**config.mk**
```make
export PLATFORM = sky130hd
export DESIGN_NAME = hilo_muldiv_ctrl_flat
export DESIGN_NICKNAME = d
export VERILOG_FILES = /design/src/rtl/hilo_muldiv_ctrl_if.sv /design/src/rtl/hilo_muldiv_ctrl.sv /design/src/flat_wrapper.sv
export SDC_FILE = /design/constraint.sdc
export NUM_CORES = 1
export LEC_CHECK = 0
export CAP_MARGIN = 20
export CORE_UTILIZATION = 53
export DETAILED_ROUTE_END_ITERATION = 16
export HOLD_SLACK_MARGIN = 0.05
export PLACE_DENSITY_LB_ADDON = 0.12
export SETUP_SLACK_MARGIN = 0.02
export SLEW_MARGIN = 20
export SYNTH_ARGS = -nofsm -noshare
export SYNTH_HDL_FRONTEND = slang
export SYNTH_SLANG_ARGS = --single-unit
```
**constraint.sdc**
```tcl
create_clock -name CLK -period 4.6 [get_ports CLK]
set_clock_uncertainty 0.05 [all_clocks]
set_input_delay 0.92 -clock CLK [delete_from_list [all_inputs] [get_ports CLK]]
set_output_delay 0.92 -clock CLK [all_outputs]
set_load 0.01 [all_outputs]
```
**src/rtl/hilo_muldiv_ctrl_if.sv**
```systemverilog
// Issue/result bundle between the EX stage and the HI/LO multiply/divide unit.
// An HI/LO instruction is taken when issue_valid is high and stall is low at a rising edge.
// While stall is high, the pipeline keeps issue_valid, Ins and the Rdata values stable.
interface hilo_muldiv_ctrl_if #(parameter int XLEN = 32);
  logic            issue_valid;
  logic [31:0]     Ins;
  logic [XLEN-1:0] Rdata1;
  logic [XLEN-1:0] Rdata2;
  logic            stall;
  logic            busy;
  logic            done;
  logic [XLEN-1:0] HIreg;
  logic [XLEN-1:0] LOreg;

  modport master (output issue_valid, Ins, Rdata1, Rdata2,
                  input  stall, busy, done, HIreg, LOreg);
  modport slave  (input  issue_valid, Ins, Rdata1, Rdata2,
                  output stall, busy, done, HIreg, LOreg);
endinterface

```
**src/rtl/hilo_muldiv_ctrl.sv**
```systemverilog
// Iterative MULT/MULTU/DIV/DIVU sequencer that owns HI/LO: one bit per cycle,
// followed by a single sign-fixup cycle that commits the result.
module hilo_muldiv_ctrl #(
  parameter int XLEN  = 32,
  parameter int CNT_W = 6
) (
  input  logic              CLK,
  input  logic              RST,
  hilo_muldiv_ctrl_if.slave bus,
  output logic [1:0]        dbg_state
);
  typedef enum logic [1:0] {IDLE = 2'd0, MUL = 2'd1, DIV = 2'd2, SIGN = 2'd3} state_t;

  state_t           state, state_nx;
  logic [CNT_W-1:0] cnt;
  logic [2*XLEN:0]  acc;
  logic [XLEN-1:0]  opnd;
  logic [XLEN-1:0]  dividend_raw;
  logic             op_div, div_zero, neg_q, neg_r;

  logic [5:0] funct;
  logic       is_r, is_muldiv, is_hilo, is_mthi, is_mtlo, accept, signed_op;
  logic       sa, sb;
  logic [XLEN-1:0] ma, mb;
  logic [XLEN:0]   mul_sum, div_diff;
  logic [2*XLEN:0] mul_next, div_shift, div_next;
  logic [2*XLEN-1:0] prod;
  logic [XLEN-1:0] hi_fin, lo_fin, quo, rem;
  logic unused_ins;

  assign unused_ins = &{1'b0, bus.Ins[25:6]};
  assign funct      = bus.Ins[5:0];
  assign is_r       = (bus.Ins[31:26] == 6'h00);
  assign is_muldiv  = is_r && (funct inside {6'h18, 6'h19, 6'h1A, 6'h1B});
  assign is_hilo    = is_muldiv || (is_r && (funct inside {6'h10, 6'h11, 6'h12, 6'h13}));
  assign is_mthi    = is_r && (funct == 6'h11);
  assign is_mtlo    = is_r && (funct == 6'h13);
  assign accept     = bus.issue_valid && is_muldiv && (state == IDLE);
  assign dbg_state  = state;

  // Signed ops iterate on magnitudes; signs are reapplied in the SIGN cycle.
  always_comb begin
    signed_op = ~funct[0];
    sa = signed_op & bus.Rdata1[XLEN-1];
    sb = signed_op & bus.Rdata2[XLEN-1];
    ma = sa ? -bus.Rdata1 : bus.Rdata1;
    mb = sb ? -bus.Rdata2 : bus.Rdata2;
  end

  always_comb begin
    mul_sum   = acc[2*XLEN:XLEN] + (acc[0] ? {1'b0, opnd} : '0);
    mul_next  = {1'b0, mul_sum, acc[XLEN-1:1]};
    div_shift = {acc[2*XLEN-1:0], 1'b0};
    div_diff  = div_shift[2*XLEN:XLEN] - {1'b0, opnd};
    div_next  = div_diff[XLEN] ? div_shift : {div_diff, div_shift[XLEN-1:1], 1'b1};
  end

  always_comb begin
    prod = neg_q ? -acc[2*XLEN-1:0] : acc[2*XLEN-1:0];
    quo  = neg_q ? -acc[XLEN-1:0] : acc[XLEN-1:0];
    rem  = neg_r ? -acc[2*XLEN-1:XLEN] : acc[2*XLEN-1:XLEN];
    if (!op_div) begin
      hi_fin = prod[2*XLEN-1:XLEN];
      lo_fin = prod[XLEN-1:0];
    end else if (div_zero) begin
      hi_fin = dividend_raw;
      lo_fin = '1;
    end else begin
      hi_fin = rem;
      lo_fin = quo;
    end
  end

  always_comb begin
    state_nx  = state;
    bus.busy  = (state != IDLE);
    bus.stall = bus.issue_valid && (state != IDLE) && is_hilo;
    case (state)
      IDLE:    if (accept) state_nx = funct[1] ? DIV : MUL;
      MUL,
      DIV:     if (cnt == CNT_W'(XLEN-1)) state_nx = SIGN;
      SIGN:    state_nx = IDLE;
      default: state_nx = IDLE;
    endcase
  end

  always_ff @(posedge CLK) begin
    if (RST) state <= IDLE;
    else     state <= state_nx;
  end

  always_ff @(posedge CLK) begin
    if (RST) begin
      cnt <= '0; acc <= '0; opnd <= '0; dividend_raw <= '0;
      op_div <= 1'b0; div_zero <= 1'b0; neg_q <= 1'b0; neg_r <= 1'b0;
      bus.done <= 1'b0; bus.HIreg <= '0; bus.LOreg <= '0;
    end else begin
      bus.done <= (state == SIGN);
      case (state)
        IDLE: begin
          if (accept) begin
            cnt          <= '0;
            op_div       <= funct[1];
            neg_q        <= sa ^ sb;
            neg_r        <= sa;
            dividend_raw <= bus.Rdata1;
            div_zero     <= (bus.Rdata2 == '0);
            acc          <= {{(XLEN+1){1'b0}}, funct[1] ? ma : mb};
            opnd         <= funct[1] ? mb : ma;
          end else if (bus.issue_valid && is_mthi) begin
            bus.HIreg <= bus.Rdata1;
          end else if (bus.issue_valid && is_mtlo) begin
            bus.LOreg <= bus.Rdata1;
          end
        end
        MUL: begin
          acc <= mul_next;
          cnt <= cnt + 1'b1;
        end
        DIV: begin
          acc <= div_next;
          cnt <= cnt + 1'b1;
        end
        SIGN: begin
          bus.HIreg <= hi_fin;
          bus.LOreg <= lo_fin;
        end
        default: ;
      endcase
    end
  end
endmodule

```
**src/flat_wrapper.sv**
```systemverilog
// flat-port wrapper written by rule: the top's interface ports become plain ports
module hilo_muldiv_ctrl_flat 
#(
  parameter int XLEN  = 32,
  parameter int CNT_W = 6
)
  (CLK, RST, dbg_state, bus_issue_valid, bus_Ins, bus_Rdata1, bus_Rdata2, bus_stall, bus_busy, bus_done, bus_HIreg, bus_LOreg);
  hilo_muldiv_ctrl_if #(.XLEN(XLEN)) bus_i ();
  input  logic CLK;
  input  logic RST;
  output logic [1:0] dbg_state;
  input wire logic [$bits(bus_i.issue_valid)-1:0] bus_issue_valid;
  input wire logic [$bits(bus_i.Ins)-1:0] bus_Ins;
  input wire logic [$bits(bus_i.Rdata1)-1:0] bus_Rdata1;
  input wire logic [$bits(bus_i.Rdata2)-1:0] bus_Rdata2;
  output wire logic [$bits(bus_i.stall)-1:0] bus_stall;
  output wire logic [$bits(bus_i.busy)-1:0] bus_busy;
  output wire logic [$bits(bus_i.done)-1:0] bus_done;
  output wire logic [$bits(bus_i.HIreg)-1:0] bus_HIreg;
  output wire logic [$bits(bus_i.LOreg)-1:0] bus_LOreg;
  assign bus_i.issue_valid = bus_issue_valid;
  assign bus_i.Ins = bus_Ins;
  assign bus_i.Rdata1 = bus_Rdata1;
  assign bus_i.Rdata2 = bus_Rdata2;
  assign bus_stall = bus_i.stall;
  assign bus_busy = bus_i.busy;
  assign bus_done = bus_i.done;
  assign bus_HIreg = bus_i.HIreg;
  assign bus_LOreg = bus_i.LOreg;
  hilo_muldiv_ctrl #(.XLEN(XLEN), .CNT_W(CNT_W)) u_core (.CLK(CLK), .RST(RST), .bus(bus_i), .dbg_state(dbg_state));
endmodule
```
### Yosys cells after proc, flatten, opt, wreduce, memory -nomap -nowiden

Cells that the tools add are included.

| cells by class | value |
|---|---|
| $add $sub $neg | 8 |
| equal/unequal tests | 18 |
| mux-type cells | 28 |
| bitwise gates (word level) | 4 |
| reduce and logical (&&, ||, !) cells | 27 |

Operator list:

| operator | number |
|---|---|
| $mux 32 | 16 |
| $pmux 65 s3 | 1 |
| $mux 65 | 2 |
| $neg 32->32 | 4 |
| $pmux 32 s2 | 2 |
| $mux 64 | 1 |
| $neg 64->64 | 1 |
| $eq 6x5->1 const B | 9 |
| $add 33x33->33 | 1 |
| $sub 33x32->33 | 1 |
| $logic_not 32->1 | 1 |
| $pmux 6 s2 | 1 |
| $logic_and 1x1->1 | 10 |
| $ne 2x2->1 const B | 4 |
| $reduce_and 2->1 | 4 |
| $reduce_bool 4->1 | 2 |
| $add 6x1->6 const B | 1 |
| $logic_not 6->1 | 1 |
| $mux 2 | 3 |
| $mux 6 | 1 |
| $pmux 2 s3 | 1 |
| $reduce_bool 2->1 | 3 |
| $eq 2x2->1 const B | 2 |
| $ne 2x1->1 const B | 2 |
| 10 further kinds | 11 |

| word-level totals | value |
|---|---|
| register bits after elaboration | 206 |
| input port bits | 99 |
| output and inout bits | 69 |
| logic and storage cells | 97 |

### Longest topological paths before layout

Gate-level depths: netlist (run 1).

| depth | value |
|---|---|
| depth after elaboration | 7 |
| mapped depth | 19 |
| gate-level depth less buffers | 18 |

### Worst setup path after synthesis (run 1)

No wires, ideal clock.

| timing | value |
|---|---|
| kind | reg-to-reg |
| start | register u_core.acc[31] |
| end | register u_core.acc[34] |
| setup time | 0.128 ns |
| arrival | 4.325 ns |
| required time | 4.422 ns |
| setup slack | 0.097 ns |
| stages on the path, launching flop included | 20 |
| buffers on the path | 2 |
| clock period less this slack | 4.503 ns |
| cells stage by stage | dfxtp_1 -> inv_1 -> ha_1 -> fa_1 -> and2b_1 -> o211ai_1 -> a2bb2oi_1 -> a41oi_1 -> o41ai_1 -> a311o_2 -> a31oi_1 -> o21ai_0 -> ha_1 -> clkbuf_1 -> buf_1 -> o21ai_0 -> a22oi_1 -> nor2_1 -> a21oi_1 -> nor2_1 |

| between the ends | value |
|---|---|
| cells in the longest elaborated chain, start to end | 3 |

RTL lines:

| element | line | text |
|---|---|---|
| start: declaration | hilo_muldiv_ctrl.sv:16 | `logic [2*XLEN:0] acc;` |
| start signal: assignment | hilo_muldiv_ctrl.sv:108 | `acc <= {{(XLEN+1){1'b0}}, funct[1] ? ma : mb};` |
| start signal: assignment | hilo_muldiv_ctrl.sv:117 | `acc <= mul_next;` |
| start signal: assignment | hilo_muldiv_ctrl.sv:121 | `acc <= div_next;` |
| $sub 33x32->33 | hilo_muldiv_ctrl.sv:54 | `div_diff = div_shift[2*XLEN:XLEN] - {1'b0, opnd};` |
| $mux 65 | hilo_muldiv_ctrl.sv:55 | `div_next = div_diff[XLEN] ? div_shift : {div_diff, div_shift[XLEN-1:1], 1'b1};` |
| $pmux 65 s3 | hilo_muldiv_ctrl.sv:99 | `case (state)` |

No other way between the ends.
A chain may end at the register's enable or synchronous reset.

### Worst setup path after layout (run 1)

| timing | value |
|---|---|
| start | register u_core.opnd[4] |
| end | register u_core.acc[63] |

| between the ends | value |
|---|---|
| cells in the longest elaborated chain, start to end | 3 |
| elaborated cells between the ends (all ways) | 5 |
| those cells by class | add/sub: 2; mux: 3 |

RTL lines:

| element | line | text |
|---|---|---|
| start: declaration | hilo_muldiv_ctrl.sv:17 | `logic [XLEN-1:0] opnd;` |
| start signal: assignment | hilo_muldiv_ctrl.sv:109 | `opnd <= funct[1] ? mb : ma;` |
| $sub 33x32->33 or $mux 32 (tied branches) | hilo_muldiv_ctrl.sv:54, hilo_muldiv_ctrl.sv:51 |  |
| $mux 65 or $add 33x33->33 (tied branches) | hilo_muldiv_ctrl.sv:55, hilo_muldiv_ctrl.sv:51 |  |
| $pmux 65 s3 (*) | hilo_muldiv_ctrl.sv:99 |  |

Every way passes the cells marked *; elsewhere a longest branch is shown, timed or not.

==> results of run 1 <==
worst min path at each step:
| stage | start | endpoint | slack [ns] |
|---|---|---|---|
| finish | u_core.bus.LOreg[16] | u_core.bus.LOreg[16] | 0.40 |
| global route | u_core.bus.LOreg[11] | u_core.bus.LOreg[11] | 0.41 |
| CTS | u_core.bus.LOreg[18] | u_core.bus.LOreg[18] | 0.40 |
| detailed placement | u_core.bus.LOreg[18] | u_core.bus.LOreg[18] | 0.39 |
| global placement | u_core.dividend_raw[2] | u_core.dividend_raw[2] | 0.39 |
| floorplan | u_core.dividend_raw[2] | u_core.dividend_raw[2] | 0.38 |
metal layers:
metal | up-vias | track usage (%) | part of all wire, %
li1 | 8840 | - | -
met1 | 9037 | 51.4 | 39
met2 | 1075 | 62.2 | 43
met3 | 243 | 11.9 | 11
met4 | 0 | 25.5 | 6.8
met5 | - | 0 | 0
tightest hold or removal path: stages (launching register included):
cell	delay, ns
dfxtp_1	0.30
nand2_1	0.05
a21oi_1	0.05
state kept, by name, indices dropped and copies added (netlist names):
signal / flops
u_core.bus.HIreg: 32
u_core.dbg_state: 2
u_core.bus.LOreg: 32
u_core.neg_q: 1
u_core.div_zero: 1
u_core.acc: 65
u_core.op_div: 1
u_core.cnt: 6
u_core.opnd: 32
u_core.bus.done: 1
u_core.neg_r: 1
u_core.dividend_raw: 32
cells by family (layout without fill, tap and decap cells):
logic type | Yosys count | in the layout
AO/OA/AOI/OAI | 828 | 828
AND/OR/NAND/NOR | 812 | 812
buffers and inverters | 258 | 382
flip-flops | 206 | 206
XOR/XNOR | 166 | 166
adder cells (fa/ha/maj) | 76 | 76
multiplexers | 40 | 40
cells in the mapped netlist (6+ instances only):
master     instances  area, um2
a31oi_1           17        106
nand4_1           22        138
inv_1             82        308
o211ai_1          34        255
o21bai_1          14        105
a221oi_1           9       78.8
a22o_1            18        158
ha_1              74        926
a21oi_1          299       1500
xor2_1            71        622
nand3_1           35        175
or4_1             10       75.1
nand2b_1          22        138
buf_1             11       41.3
a21o_1            43        323
o21a_1             7       52.6
mux2i_1           28        280
mux2_2            12        135
nand2_1          333       1250
xnor2_1           95        832
a22oi_1           46        345
or2_2              7       43.8
o21ai_0          143        716
or3_1             18        113
o22ai_1           10       62.6
o31a_1             6       52.6
a2111oi_0          8       70.1
nor4_1            11       68.8
nor3_1            45        225
clkbuf_1         150        563
o221ai_1          27        236
nor2b_1           17        106
and2_1             8       50.1
a211oi_1          44        330
dfxtp_1          206       4120
nor2_1           225        845
nor4_4             7        149
o41ai_1           12        105
and3_1            15       93.8
nor3b_1            6       45.0
o31ai_1           27        203
cell type report:
cell class / instances / area, um2 / share of cell area [%]
Sequential cell: 206 / 4120 / 20.6
Clock inverter: 14 / 145 / 0.725
Inverter: 83 / 312 / 1.56
Clock buffer: 31 / 658 / 3.29
Tap cell: 402 / 503 / 2.51
Multi-Input combinational cell: 1922 / 12000 / 60.0
Timing Repair Buffer: 254 / 2280 / 11.4
report_power, final:
part | switching (mW) | internal, mW | total [mW] | leakage (nW)
logic | 1.91 | 0.951 | 2.86 | 5.68
registers | 0.219 | 1.95 | 2.17 | 1.67
clock network | 0.866 | 1.14 | 2.00 | 0.383
stage by stage:
stage	setup TNS, ns	std cells
floorplan	0	2386
global placement	0	2866
detailed placement	-0.0276	2866
CTS	0	2911
global route	0	2912
finish	0	2912
repair_timing:
action,CTS,global route
setup buffers,0,1
cloned,0,0
pin swaps,0,3
gates resized for setup,1,2
endpoints found under the setup margin,2,17
==> reports/qor.csv, run 1 <==
metric,value,unit
io_buffer_count,147,
endpoint,u_core.acc[63],
htreeDepth,1,
ctsLongestPathBuffers,3,
cts_num_sinks,206,
async_flop_share,0,%
synth_fa_ha_area_share,5.66,%
synth_edf_count,0,
grt.overflow.total,0,
fillCellCount,2918,
worstPathRequired,5.03,ns
cpPeakStageDelay,0.47,ns
antennaDiodeCount,0,
relSlewSlack,25.4,%
ioPinCount,168,
antenna_found_initial,1,
arrival,4.82,ns
yosys-mux-area-fraction,2.43,%
hold_viol,0,
synth_compound_area_share,31.0,%
hp-class,flip-flop to flip-flop,
critPathKind,flip-flop to flip-flop,
die-area,32900,um2
synth_top_family_by_area,compound AO/OA/AOI/OAI gates,
synth-simple-area-share,22.4,%
synth_flop_cell,dfxtp_1,
core.rowCount,65,
synth.avg_cell_area,7.16,um2
path_buf_inv,4,
wl,69300,um
core,31600,um2
clockRootBuffer,clkbuf_16,
syn_area,17100,um2
finalPower,7.03,mW
path_max_fanout,7,
peakVddDrop,479,uV
setup_viol,0,
start_kind,flip-flop,
initial_core_util,54.0,%
rr_worst_depth,18,
cpLargestDelayFamily,compound AO/OA/AOI/OAI gates,
r2r_slack,0.21,ns
p_per_area,351,nW/um2
grt_usage,41.1,%
fp.dieW,182,um
worst_slew_pin_slew,1.11,ns
fin_ws,0.209,ns
place_congestion,1.00,
cts_buffers,25,
grt_first_pass_wirelength,104000,um
post-route-util,63.3,%
nNetsFinal,2667,
place_ws,-0.0276,ns
grt_pass1_vias,17800,
drive_above_1_share,8.57,%
remaining_drc_errors,0,
first_pass_iters,7,
critPathSlowestCell,a2111o_1,
grt_max_degree,89,
cap_violations,0,
period_needed,4.39,ns
final_common_cell,nand2_1,
postRouteAntennaNets,0,
path_common_cell,buf_4,
clk_pin_slew_worst_paths,0.06,ns
fin_area,20000,um2
dpl_cell_area,19200,um2
rsz0062_at_grt,false,
clock.fmax,0.228,GHz
ys_ff_latch,206,
timing.rr.end,u_core.acc[63],
vias,19200,
holdWs,0.398,ns
ys_seq_area_share,24.2,%
whs_path_depth,2,
hpwl,51800,um
synth_nets,2561,
area_growth,17.3,%
worstSetupEndpointType,flip-flop,
crit_cells,18,
cp-startpoint,u_core.opnd[4],
wl_per_cell,23.8,um
avgViaCountPerCell,6.59,
synthXorXnorAreaFrac,8.51,%
r2r-start,u_core.opnd[4],
path_cells,inv_1 -> ha_1 -> a2111o_1 -> nor2_1 -> a2bb2oi_2 -> a41oi_2 -> o41ai_2 -> buf_4 -> a311o_2 -> a31oi_1 -> o21ai_0 -> ha_1 -> buf_4 -> buf_4 -> nand2_1 -> nor3b_1 -> mux2i_1 -> a311oi_1,
hold_buffers,0,
clk_latency,0.57,ns
cts_tree,done,
fin_crit_sh,95.5,%
p_leak,7.73,nW
syn_inst,2386,
outcome,"complete, no violations",
drt_iter0_drc,2274,
slew_viol_final,0,
synth_cell_types,87,
final_cell_mix,"nand2_1, a21oi_1, nor2_1, dfxtp_1, clkdlybuf4s50_1",
ys.warnings.count,0,
die_h,182,um
Note: power is estimated with default switching activity, not from simulation.
==> run 2: changes to the inputs <==
- CORE_UTILIZATION: 53 -> 40
==> reports/qor.csv, run 2 (same netlist as run 1, synthesis figures left out) <==
metric,value,unit,change
max_flop_register,u_core.acc,,
die-area,43500,um2,+32%
postRouteAntennaNets,0,,unchanged
grt_usage,33.4,%,-7.7 points
cts_buffers,27,,+8.0%
multi_input_area,12000,um2,+0.17%
wl_per_cell,24.2,um,+1.6%
fp.dieW,209,um,+15%
place_congestion,0.965,,-3.8%
worstSetupEndpointType,flip-flop,,
hp-class,flip-flop to flip-flop,,
nNetsFinal,2683,,+0.60%
start_kind,flip-flop,,
use_met3,4.88,%,-7.0 points
htreeDepth,1,,unchanged
final_cell_mix,"nand2_1, a21oi_1, nor2_1, dfxtp_1, clkdlybuf4s50_1",,
gr-usage-met1,45.2,%,-6.2 points
ioPinCount,168,,unchanged
p_leak,7.87,nW,+1.9%
area_growth,19.7,%,
antenna_found_initial,0,,-1
grt_first_pass_wirelength,111000,um,+6.8%
drt_iter0_drc,1591,,-30%
drive_above_1_share,9.22,%,+0.65 points
cts_tree,done,,
holdWs,0.401,ns,+0.00288 ns
fin_cells,3067,,+5.3%
clk_latency,0.59,ns,+0.02 ns
peakVddDrop,298,uV,-38%
fillCellCount,4307,,+48%
path_buf_inv,5,,+1
path_common_cell,buf_4,,
seq_area,4120,um2,unchanged
clk_pin_slew_worst_paths,0.06,ns,about the same
finalPower,7.21,mW,+2.6%
hold_buffers,0,,unchanged
rsz0062_at_grt,false,,
grt_max_degree,103,,+16%
cpLargestDelayFamily,compound AO/OA/AOI/OAI gates,,
first_pass_iters,6,,-1
final_common_cell,nand2_1,,
die_h,209,um,+15%
relSlewSlack,27.4,%,+2.0 points
period_needed,4.34,ns,-0.0488 ns
path_max_fanout,13,,+6
path_cells,inv_1 -> ha_1 -> a2111o_1 -> nor2_1 -> a2bb2oi_1 -> buf_4 -> a41oi_4 -> o41ai_2 -> buf_4 -> a311o_2 -> a31oi_4 -> o21ai_1 -> ha_1 -> buf_4 -> buf_12 -> a221o_1 -> a32o_1 -> a31oi_1 -> nor3_1,,
slew_viol_final,0,,unchanged
hold_viol,0,,unchanged
largest_register_ffs,65,,unchanged
critPathSlowestCell,a2111o_1,,
outcome,"complete, no violations",,
arrival,4.75,ns,-0.07 ns
worstPathRequired,5.00,ns,-0.03 ns
core,42000,um2,+33%
initial_core_util,40.6,%,-13 points
remaining_drc_errors,0,,unchanged
hpwl,56400,um,+9.0%
met2_usage,52.8,%,-9.4 points
p_per_area,353,nW/um2,+0.52%
cap_violations,0,,unchanged
grt.overflow.total,0,,unchanged
fin_crit_sh,94.4,%,-1.1 points
cpPeakStageDelay,0.46,ns,about the same
grt_pass1_vias,17800,,+0.19%
cts_num_sinks,206,,unchanged
io_buffer_count,147,,unchanged
wl,74100,um,+7.0%
worst_slew_pin_slew,1.08,ns,-0.0298 ns
vias,18700,,-2.4%
critPathKind,flip-flop to flip-flop,,
avgViaCountPerCell,6.11,,-7.3%
dp_cells,3016,,+5.2%
core.rowCount,75,,+15%
ctsLongestPathBuffers,3,,unchanged
busiest_layer,met2,,
clock.fmax,0.230,GHz,+1.1%
setup_viol,0,,unchanged
clockRootBuffer,clkbuf_16,,
==> run 2: changes by cell type in the layout (fill, tap and decap cells not counted), moves of 2 or more <==
cell	previous run	this run
buf_12	1	3
buf_4	107	119
clkbuf_16	25	27
clkbuf_8	1	8
clkinv_2	4	6
clkinvlp_4	4	0
inv_6	3	0
==> run 2: layer usage <==
metal | wire length (um) | up-vias | part of all wire (%)
met5 | 0 | - | 0
met4 | 3320 | 0 | 4.5
met3 | 5790 | 134 | 7.8
met2 | 32800 | 755 | 44
met1 | 32200 | 8979 | 44
li1 | - | 8875 | -
==> run 2: path summary, 6_finish.rpt <==
kind,slack (ns),endpoint,startpoint,cells after the start
max,0.26,u_core.acc[58],u_core.opnd[4],19
min,0.40,u_core.opnd[2],u_core.opnd[2],2
max reg2reg,0.26,u_core.acc[58],u_core.opnd[4],19
min reg2reg,0.40,u_core.opnd[2],u_core.opnd[2],2
==> run 2: report_power, final <==
part           internal (mW)  switching, mW  total (mW)
combinational          0.955           1.93        2.89
sequential              1.95          0.207        2.15
clock                   1.26          0.904        2.17
total                   4.16           3.05        7.21
==> run 2: area by class of cell <==
class	instances	area share [%]
multi-input cells	1922	58.9
diodes	1	0.0122
repair buffers	268	11.8
clock buffers	39	3.92
clock inverters	9	0.435
flip-flops and latches	206	20.2
inverters	83	1.52
well taps	539	3.30
==> run 2: worst min-delay path, cell delays in order, from the launching register on <==
cell,delay (ns)
dfxtp_1,0.31
nand2_1,0.05
a21oi_1,0.05
==> run 2: timing repair <==
item	in CTS	in global routing
resized for setup	1	5
setup buffers	0	2
endpoints found under the setup margin	1	20
pin swaps	0	3
hold endpoints to repair	0	0
==> run 2: per-stage QoR <==
| stage | utilization [%] | TNS, ns | setup WS, ns | cell area [um2] |
|---|---|---|---|---|
| after floorplan | - | 0 | 0.0974 | 17100 |
| after global placement | 46.4 | -0.00466 | -0.00466 | 19500 |
| after detailed placement | 46.4 | 0 | 0.0232 | 19500 |
| after CTS | 48.5 | 0 | 0.0460 | 20400 |
| after global routing | 48.6 | 0 | 0.0276 | 20400 |
| final | 48.6 | 0 | 0.258 | 20400 |
